===== src/rtl/wave_meter.sv =====
// wave_meter: measures a unipolar sample stream (DDS output or ADC).
// One measurement has three phases:
//   AMP    - take WIN valid samples and track min/max -> vpp, mid
//   ARM    - wait for the first rising crossing through mid +/- HYST
//   PERIOD - count sys_clk cycles up to the next rising crossing
// Each result set is published together with a one-cycle meas_valid strobe.
//
// Optional feature: define WAVE_METER_AVG_EN to average the period over
// four successive crossing intervals (period = total >> 2).
//
// Ports:
//   sys_clk, sys_rst   clock, synchronous active-high reset
//   start              begin one measurement (only honoured in IDLE)
//   cont               auto-restart after each result
//   sample_in/_valid   unsigned sample and its qualifier
//   busy               high whenever the FSM is not in IDLE
//   meas_valid         one-cycle strobe; results change on the same cycle
//   vpp, mid, period   max-min, (max+min)>>1, cycles between crossings
//   no_signal, timeout status flags, rewritten at every result
//   dbg_state          current FSM state (IDLE=0 AMP=1 ARM=2 PERIOD=3 DONE=4)
//
// Handshake: sample_in is consumed on every rising edge where sample_valid
// is 1; there is no back-pressure. meas_valid is a pulse, not a handshake.
module wave_meter #(
  parameter int DATA_W = 12,
  parameter int CNT_W  = 24,
  parameter int WIN    = 4096,
  parameter int HYST   = 16
) (
  input  logic              sys_clk,
  input  logic              sys_rst,
  input  logic              start,
  input  logic              cont,
  input  logic [DATA_W-1:0] sample_in,
  input  logic              sample_valid,
  output logic              busy,
  output logic              meas_valid,
  output logic [DATA_W-1:0] vpp,
  output logic [DATA_W-1:0] mid,
  output logic [CNT_W-1:0]  period,
  output logic              no_signal,
  output logic              timeout,
  output logic [2:0]        dbg_state
);

  typedef enum logic [2:0] {
    S_IDLE   = 3'd0,
    S_AMP    = 3'd1,
    S_ARM    = 3'd2,
    S_PERIOD = 3'd3,
    S_DONE   = 3'd4
  } state_t;

  localparam int CW = $clog2(WIN + 1);
  localparam logic [CW-1:0]   LAST_SMP = CW'(WIN - 1);
  localparam logic [DATA_W:0] HYST_X   = (DATA_W + 1)'(HYST);
  localparam logic [DATA_W:0] NS_LIM   = (DATA_W + 1)'(2 * HYST);
  localparam logic [DATA_W:0] MAXV_X   = {1'b0, {DATA_W{1'b1}}};

  state_t              state_q;
  logic [DATA_W-1:0]   min_q, max_q;
  logic [CW-1:0]       count_q;
  logic                armed_q;
  logic [CNT_W-1:0]    cnt_q;
  logic [DATA_W-1:0]   amp_vpp_q, amp_mid_q;
  logic                busy_q, meas_valid_q, no_signal_q, timeout_q;
  logic [DATA_W-1:0]   vpp_q, mid_q;
  logic [CNT_W-1:0]    period_q;
`ifdef WAVE_METER_AVG_EN
  logic [1:0]          xcnt_q;
`endif

  // Window statistics including the sample arriving this cycle.
  logic [DATA_W-1:0]   min_d, max_d, vpp_d, mid_d;
  logic [DATA_W:0]     sum_d;
  assign min_d = (sample_in < min_q) ? sample_in : min_q;
  assign max_d = (sample_in > max_q) ? sample_in : max_q;
  assign vpp_d = max_d - min_d;
  assign sum_d = {1'b0, max_d} + {1'b0, min_d};
  assign mid_d = DATA_W'(sum_d >> 1);

  // Crossing thresholds around the latched midpoint, saturated at the rails.
  logic [DATA_W:0]     hi_sum;
  logic [DATA_W-1:0]   lo_thr, hi_thr;
  assign hi_sum = {1'b0, amp_mid_q} + HYST_X;
  assign hi_thr = (hi_sum > MAXV_X) ? {DATA_W{1'b1}} : hi_sum[DATA_W-1:0];
  assign lo_thr = ({1'b0, amp_mid_q} < HYST_X) ? '0
                : DATA_W'({1'b0, amp_mid_q} - HYST_X);

  logic below_lo, crossing;
  assign below_lo = sample_valid && (sample_in < lo_thr);
  assign crossing = sample_valid && armed_q && (sample_in >= hi_thr);

  // Which crossing ends the PERIOD phase, and how the count is scaled.
  logic             last_x;
  logic [CNT_W-1:0] per_res;
`ifdef WAVE_METER_AVG_EN
  assign last_x  = (xcnt_q == 2'd3);
  assign per_res = cnt_q >> 2;
`else
  assign last_x  = 1'b1;
  assign per_res = cnt_q;
`endif

  always_ff @(posedge sys_clk) begin
    if (sys_rst) begin
      state_q      <= S_IDLE;
      min_q        <= '1;
      max_q        <= '0;
      count_q      <= '0;
      armed_q      <= 1'b0;
      cnt_q        <= '0;
      amp_vpp_q    <= '0;
      amp_mid_q    <= '0;
      busy_q       <= 1'b0;
      meas_valid_q <= 1'b0;
      no_signal_q  <= 1'b0;
      timeout_q    <= 1'b0;
      vpp_q        <= '0;
      mid_q        <= '0;
      period_q     <= '0;
`ifdef WAVE_METER_AVG_EN
      xcnt_q       <= '0;
`endif
    end else begin
      meas_valid_q <= 1'b0;
      case (state_q)
        S_IDLE: begin
          if (start) begin
            state_q <= S_AMP;
            busy_q  <= 1'b1;
            min_q   <= '1;
            max_q   <= '0;
            count_q <= '0;
          end
        end
        S_AMP: begin
          if (sample_valid) begin
            min_q   <= min_d;
            max_q   <= max_d;
            count_q <= count_q + CW'(1);
            if (count_q == LAST_SMP) begin
              amp_vpp_q <= vpp_d;
              amp_mid_q <= mid_d;
              armed_q   <= 1'b0;
              cnt_q     <= CNT_W'(1);
              if ({1'b0, vpp_d} <= NS_LIM) begin
                // Too small to find crossings reliably: report now.
                state_q      <= S_DONE;
                meas_valid_q <= 1'b1;
                vpp_q        <= vpp_d;
                mid_q        <= mid_d;
                period_q     <= '0;
                no_signal_q  <= 1'b1;
                timeout_q    <= 1'b0;
              end else begin
                state_q <= S_ARM;
              end
            end
          end
        end
        S_ARM, S_PERIOD: begin
          if (&cnt_q) begin
            // Saturation wins over a crossing on the same cycle.
            state_q      <= S_DONE;
            meas_valid_q <= 1'b1;
            vpp_q        <= amp_vpp_q;
            mid_q        <= amp_mid_q;
            period_q     <= '0;
            no_signal_q  <= 1'b0;
            timeout_q    <= 1'b1;
          end else begin
            cnt_q <= cnt_q + 1'b1;
            if (below_lo) armed_q <= 1'b1;
            if (crossing) begin
              armed_q <= 1'b0;
              if (state_q == S_ARM) begin
                state_q <= S_PERIOD;
                cnt_q   <= CNT_W'(1);
`ifdef WAVE_METER_AVG_EN
                xcnt_q  <= '0;
`endif
              end else if (last_x) begin
                state_q      <= S_DONE;
                meas_valid_q <= 1'b1;
                vpp_q        <= amp_vpp_q;
                mid_q        <= amp_mid_q;
                period_q     <= per_res;
                no_signal_q  <= 1'b0;
                timeout_q    <= 1'b0;
              end else begin
`ifdef WAVE_METER_AVG_EN
                xcnt_q <= xcnt_q + 2'd1;
`endif
              end
            end
          end
        end
        S_DONE: begin
          if (cont) begin
            state_q <= S_AMP;
            min_q   <= '1;
            max_q   <= '0;
            count_q <= '0;
          end else begin
            state_q <= S_IDLE;
            busy_q  <= 1'b0;
          end
        end
        default: begin
          state_q <= S_IDLE;
          busy_q  <= 1'b0;
        end
      endcase
    end
  end

  assign busy       = busy_q;
  assign meas_valid = meas_valid_q;
  assign vpp        = vpp_q;
  assign mid        = mid_q;
  assign period     = period_q;
  assign no_signal  = no_signal_q;
  assign timeout    = timeout_q;
  assign dbg_state  = state_q;

endmodule


===== config.mk =====
export PLATFORM = sky130hd
export DESIGN_NAME = wave_meter
export DESIGN_NICKNAME = d
export VERILOG_FILES = /design/src/rtl/wave_meter.sv
export SDC_FILE = /design/constraint.sdc
export NUM_CORES = 1
export LEC_CHECK = 0
export BUFFER_PORTS_ARGS = -buffer_cell sky130_fd_sc_hd__buf_4
export CAP_MARGIN = 20
export CORE_MARGIN = 4
export CORE_UTILIZATION = 53
export CTS_BUF_LIST = sky130_fd_sc_hd__clkbuf_4 sky130_fd_sc_hd__clkbuf_8 sky130_fd_sc_hd__clkbuf_16
export DETAILED_ROUTE_END_ITERATION = 10
export PLACE_DENSITY = 0.72
export SYNTH_ARGS = -nofsm -noshare
export SYNTH_HDL_FRONTEND = slang
export SYNTH_SLANG_ARGS = --single-unit

===== constraint.sdc =====
create_clock -name sys_clk -period 15.78 [get_ports sys_clk]
set_clock_uncertainty 0.1 [all_clocks]
set_input_delay 0.789 -clock sys_clk [delete_from_list [all_inputs] [get_ports sys_clk]]
set_output_delay 0.789 -clock sys_clk [all_outputs]
set_load 0.03 [all_outputs]

=== After elaboration in Yosys (flattened, before gate mapping) ===
Cells that the tools add are included.

* Add/subtract/negate cells: 6
* $lt $le $gt $ge: 7
* Eq/ne operators: 15
* Muxes and demuxes: 80
* Bitwise gates (word level): 1
* Reduce and logical (&&, ||, !) cells: 16

{| class="wikitable"
|+ Operator list
! kind !! count
|-
| $mux 12 || 22
|-
| $mux 24 || 11
|-
| $pmux 24 s2 || 2
|-
| $pmux 12 s3 || 2
|-
| $pmux 12 s2 || 2
|-
| $mux 13 || 3
|-
| $pmux 13 s3 || 1
|-
| $add 24x1->24 const B || 1
|-
| $lt 12x12->1 || 2
|-
| $mux 1 || 24
|-
| $reduce_and 24->1 || 1
|-
| $mux 3 || 7
|-
| $ne 2x2->1 const B || 7
|-
| $add 12x12->13 || 1
|-
| $add 12x5->13 const B || 1
|-
| $add 13x1->13 const B || 1
|-
| $eq 13x12->1 const B || 1
|-
| $gt 13x12->1 const B || 1
|-
| $ge 12x12->1 || 1
|-
| $gt 12x12->1 || 1
|-
| $le 12x6->1 const B || 1
|-
| $lt 12x5->1 const B || 1
|-
| $pmux 3 s4 || 1
|-
| $reduce_and 4->1 || 3
|-
| other kinds (18) || 27
|}

* Bits in registers: 141
* Output and inout port bits: 55
* Word-level logic and storage cells: 140

=== Longest topological paths before layout ===
* Depth in word-level cells: 8
* Mapped depth: 23

=== Least setup slack after synthesis ===
Ideal clock, no wire load.

* Path type: input to register
* From: in sample_in[5]
* To: reg mid_q[10], in the netlist mid[10]
* Library setup time: 0.123 ns
* Arrival time: 5.355 ns
* Path slack: 10.201 ns
* Cell stages on the path: 21
* Path through: ha_1 > nand2_1 > or3_1 > o221ai_1 > a21o_1 > buf_1 > mux2i_1 > inv_1 > ha_1 > inv_1 > a21oi_1 > nor2_1 > nor2_1 > nor2_1 > nor2b_1 > a2111oi_0 > o211ai_1 > nor2b_1 > a41oi_2 > buf_2 > mux2_1

* Cells in the longest elaborated chain, start to end: 7
* Elaborated cells between the ends (all ways): 16
* Those cells by class: add/sub (2); order compare (4); eq/ne (2); mux (6); reduce/logical (2)

{| class="wikitable"
|+ RTL lines
! what !! RTL line !! text
|-
| start: declaration || 34 || <nowiki>input logic [DATA_W-1:0] sample_in,</nowiki>
|-
| branches (longest 7 deep; another with $gt 12x12->1) || -- ||
|-
| end signal: assignment || 152 || <nowiki>mid_q <= mid_d;</nowiki>
|-
| end signal: assignment || 168 || <nowiki>mid_q <= amp_mid_q;</nowiki>
|-
| end signal: assignment || 187 || <nowiki>mid_q <= amp_mid_q;</nowiki>
|-
| end: declaration || 67 || <nowiki>logic [DATA_W-1:0] vpp_q, mid_q;</nowiki>
|}

Parallel ways; which one is timed is not known. The select of a mux whose other input is x is not followed.
A chain may end at the register's enable or synchronous reset.

=== Final worst setup path ===
* From: in sample_in[1]
* To: reg mid_q[0], in the netlist mid[0]

Same word-level chain as after synthesis.

==> metrics.csv <==
stage,metric,value,unit
sta,fin. max-slew vios,0,
clock_network,Clock Tree Root,clkbuf_16,
clock_network,Clock Sinks,141,
setup_path,CP max stage cell,a31oi_2,
routing,drt wl/cell,16.1,microns
yosys,cells after synthesis,1148,
placement,# port buffers,71,
clock_network,CTS Buf Count,17,
clock_network,post-CTS sizing,0,
clock_network,CTS tree,built,
placement,Final GP Congestion,0.927,
yosys,post-synthesis register bit count,141,
pwr,Peak VDD IR,101,uV
sta,setup TNS,0,ns
floorplan,core area,16600,sq um
pwr,Total Power,1660,uW
sta,Final period util,39.4,%
global_route,pin count of the biggest net entering global routing,71,
layout,area of the multi-input gates,5740,sq um
clock_network,Longest Clk Path Bufs,2,
setup_path,"slowest stage delay, CP",0.80,ns
sta,actual slew at the worst max-slew pin,1.16,ns
routing,Total Wirelength,22.9,mm
layout,share of cells above drive strength 1,11.0,%
flow_run,# Max-Cap Violations,0,
layout,"Core Util, Final",62.0,%
sta,final setup fails,0,
setup_path,"Buf+Inv Stages, Crit Path",2,
routing,Vias,8151,
clock_network,"Clk Latency, worst-skew pair",0.42,ns
routing,post-route ant nets,0,
global_route,GR Util All Layers,23.7,%
status,status,completed,
yosys,most numerous cell in the Yosys netlist,nand2_1,
yosys,post-synth top area share,31.4,%
yosys,Yosys top cell by area,dfxtp_1,
yosys,Syn. warnings,0,
yosys,Cell variety after synth,70,
sta,hold slack,0.358,ns
sta,minimum clock period,6.22,ns
pwr,PwrDens,162,nW/um^2
global_route,initial antenna violation count,0,
setup_path,Worst Path Max Fanout,51,
floorplan,Die Ht,138,microns
yosys,register area share after synthesis,31.4,%
sta,RSZ-0062 raised after global routing,no,
layout,Fill cells,1477,
placement,DP HPWL,16.8,mm
layout,Sequential Area,2820,sq um
sta,Final Hold Fails,0,
routing,DRT iter0 DRCs,571,
floorplan,Ports,72,
sta,Worst slew margin,22.6,%
setup_path,Crit path max-delay family,compound AO/OA/AOI/OAI gates,
yosys,Netlist Area Pre-Place,8980,sq um
yosys,"top cells by count, synth","193 x nand2_1, 141 x dfxtp_1, 116 x nor2_1",
layout,Layout area overhead,14.5,%
routing,DR vias/cell,5.74,
clock_network,H-tree depth,4,
yosys,Synth async-reset ratio,0,%
setup_path,worst path arrival time,6.43,ns
floorplan,FP Rows,47,
setup_path,crit path launch type,input pin,
pwr,leakage,0.00447,uW
floorplan,die footprint,19100,sq um
routing,DRC Markers,0,
global_route,vias in the first global route,7561,
hold_path,worst min path class,reg2reg,
global_route,first-pass GRT wire length,37.9,mm
yosys,Synth Area per Inst,7.82,sq um
layout,diode count,0,
global_route,aggregate global routing overflow,0,
setup_path,required time of the critical path,15.99,ns
routing,router iterations before antenna repair,5,
setup_path,CP cell instances,buf_4 > ha_1 > nor2b_1 > o211ai_1 > a211o_1 > a31oi_2 > o21ai_0 > ha_1 > a21oi_1 > o21ai_1 > a211o_1 > a2111o_1 > o211ai_1 > nor2b_1 > a41oi_4 > buf_4 > mux2_2,
layout,NumNets Final,1281,
floorplan,Starting Density,54.1,%
setup_path,CP endpoint kind,register,
setup_path,worst setup path class,in2reg,
yosys,Synth Net Count,1241,
clock_network,clk slew on worst S/H paths,0.06,ns
floorplan,Die W,138,microns
yosys,top post-synthesis cells by area,"dfxtp_1 31%, ha_1 10%, nand2_1 8.1%",
yosys,ys flop type,dfxtp_1,
clock_network,post-CTS setup buffers,0,
clock_network,Post-CTS Hold Buffers,0,
sta,Fmax,161,MHz
yosys,Post-synth EDFFs,0,
==> worst min-delay path, delay by kind of cell, from the launching register on <==
family	cells	cell delay (ns)
flops	1	0.31
simple gates	1	0.05
compound gates	1	0.05
==> path summary, 6_finish.rpt <==
kind / from / endpoint / slack (ns) / depth (start not counted)
setup / recovery: sample_in[1] / mid[0] / 9.56 / 17
hold / removal: amp_vpp_q[7] / amp_vpp_q[7] / 0.36 / 2
setup reg to reg: max_q[1] / mid[0] / 9.67 / 17
hold reg to reg: amp_vpp_q[7] / amp_vpp_q[7] / 0.36 / 2
==> power breakdown <==
| group | internal [uW] | switching, uW |
|---|---|---|
| combinational | 294 | 486 |
| sequential | 401 | 59.3 |
| clock | 260 | 161 |
==> through the flow <==
stage	cell area, sq um	cells	worst slack, ns
CTS	10300	1420	9.62
detailed placement	9660	1389	9.18
global placement	9650	1388	9.34
floorplan	8980	1148	10.20
finish	10300	1420	9.56
global route	10300	1420	8.86
==> final cells by class <==
type | instances | area share, %
Clock buffer | 20 | 4.48
Clock inverter | 11 | 1.53
Inverter | 58 | 2.12
Multi-Input combinational cell | 889 | 55.8
Sequential cell | 141 | 27.5
Tap cell | 220 | 2.68
Timing Repair Buffer | 81 | 5.89
==> cell usage in the layout (no fill, tap or decap), types with 19 or more instances in the layout <==
cell type    n
inv_1       54
dfxtp_1    141
o21ai_0     44
mux2i_1     51
nand2_1    193
ha_1        74
a21oi_1     86
nor2_1     116
buf_4       80
o211ai_1    23
and3_1      19
nor2b_1     20
==> metal layers <==
layer	vias to the layer above	track usage (%)	wire length [microns]	share of wire, %
li1	4123	-	-	-
met4	0	6.40	329	1.4
met1	3810	31.6	10600	46
met5	-	0	0	0
met3	37	5.56	1260	5.5
met2	181	38.7	10700	47
==> cells by family after synthesis <==
| kind of cell | count (synthesis) | share of synthesized area [%] |
|---|---|---|
| AOI/OAI and AO/OA | 262 | 19.1 |
| xor gates and xnor gates | 33 | 3.22 |
| adders and majority gates | 77 | 10.9 |
| buffers and inverters | 118 | 5.02 |
| DFF | 141 | 31.4 |
| muxes | 65 | 7.44 |
| and+or+nand+nor | 452 | 22.9 |
==> sequential cells by signal, indices dropped and copies added, names as in the netlist <==
register	count
mid	12
count_q	13
vpp	12
period	24
cnt_q	24
amp_mid_q	12
min_q	12
dbg_state	3
timeout	1
max_q	12
no_signal	1
busy	1
meas_valid	1
amp_vpp_q	12
armed_q	1
(Power assumes the default switching activity.)
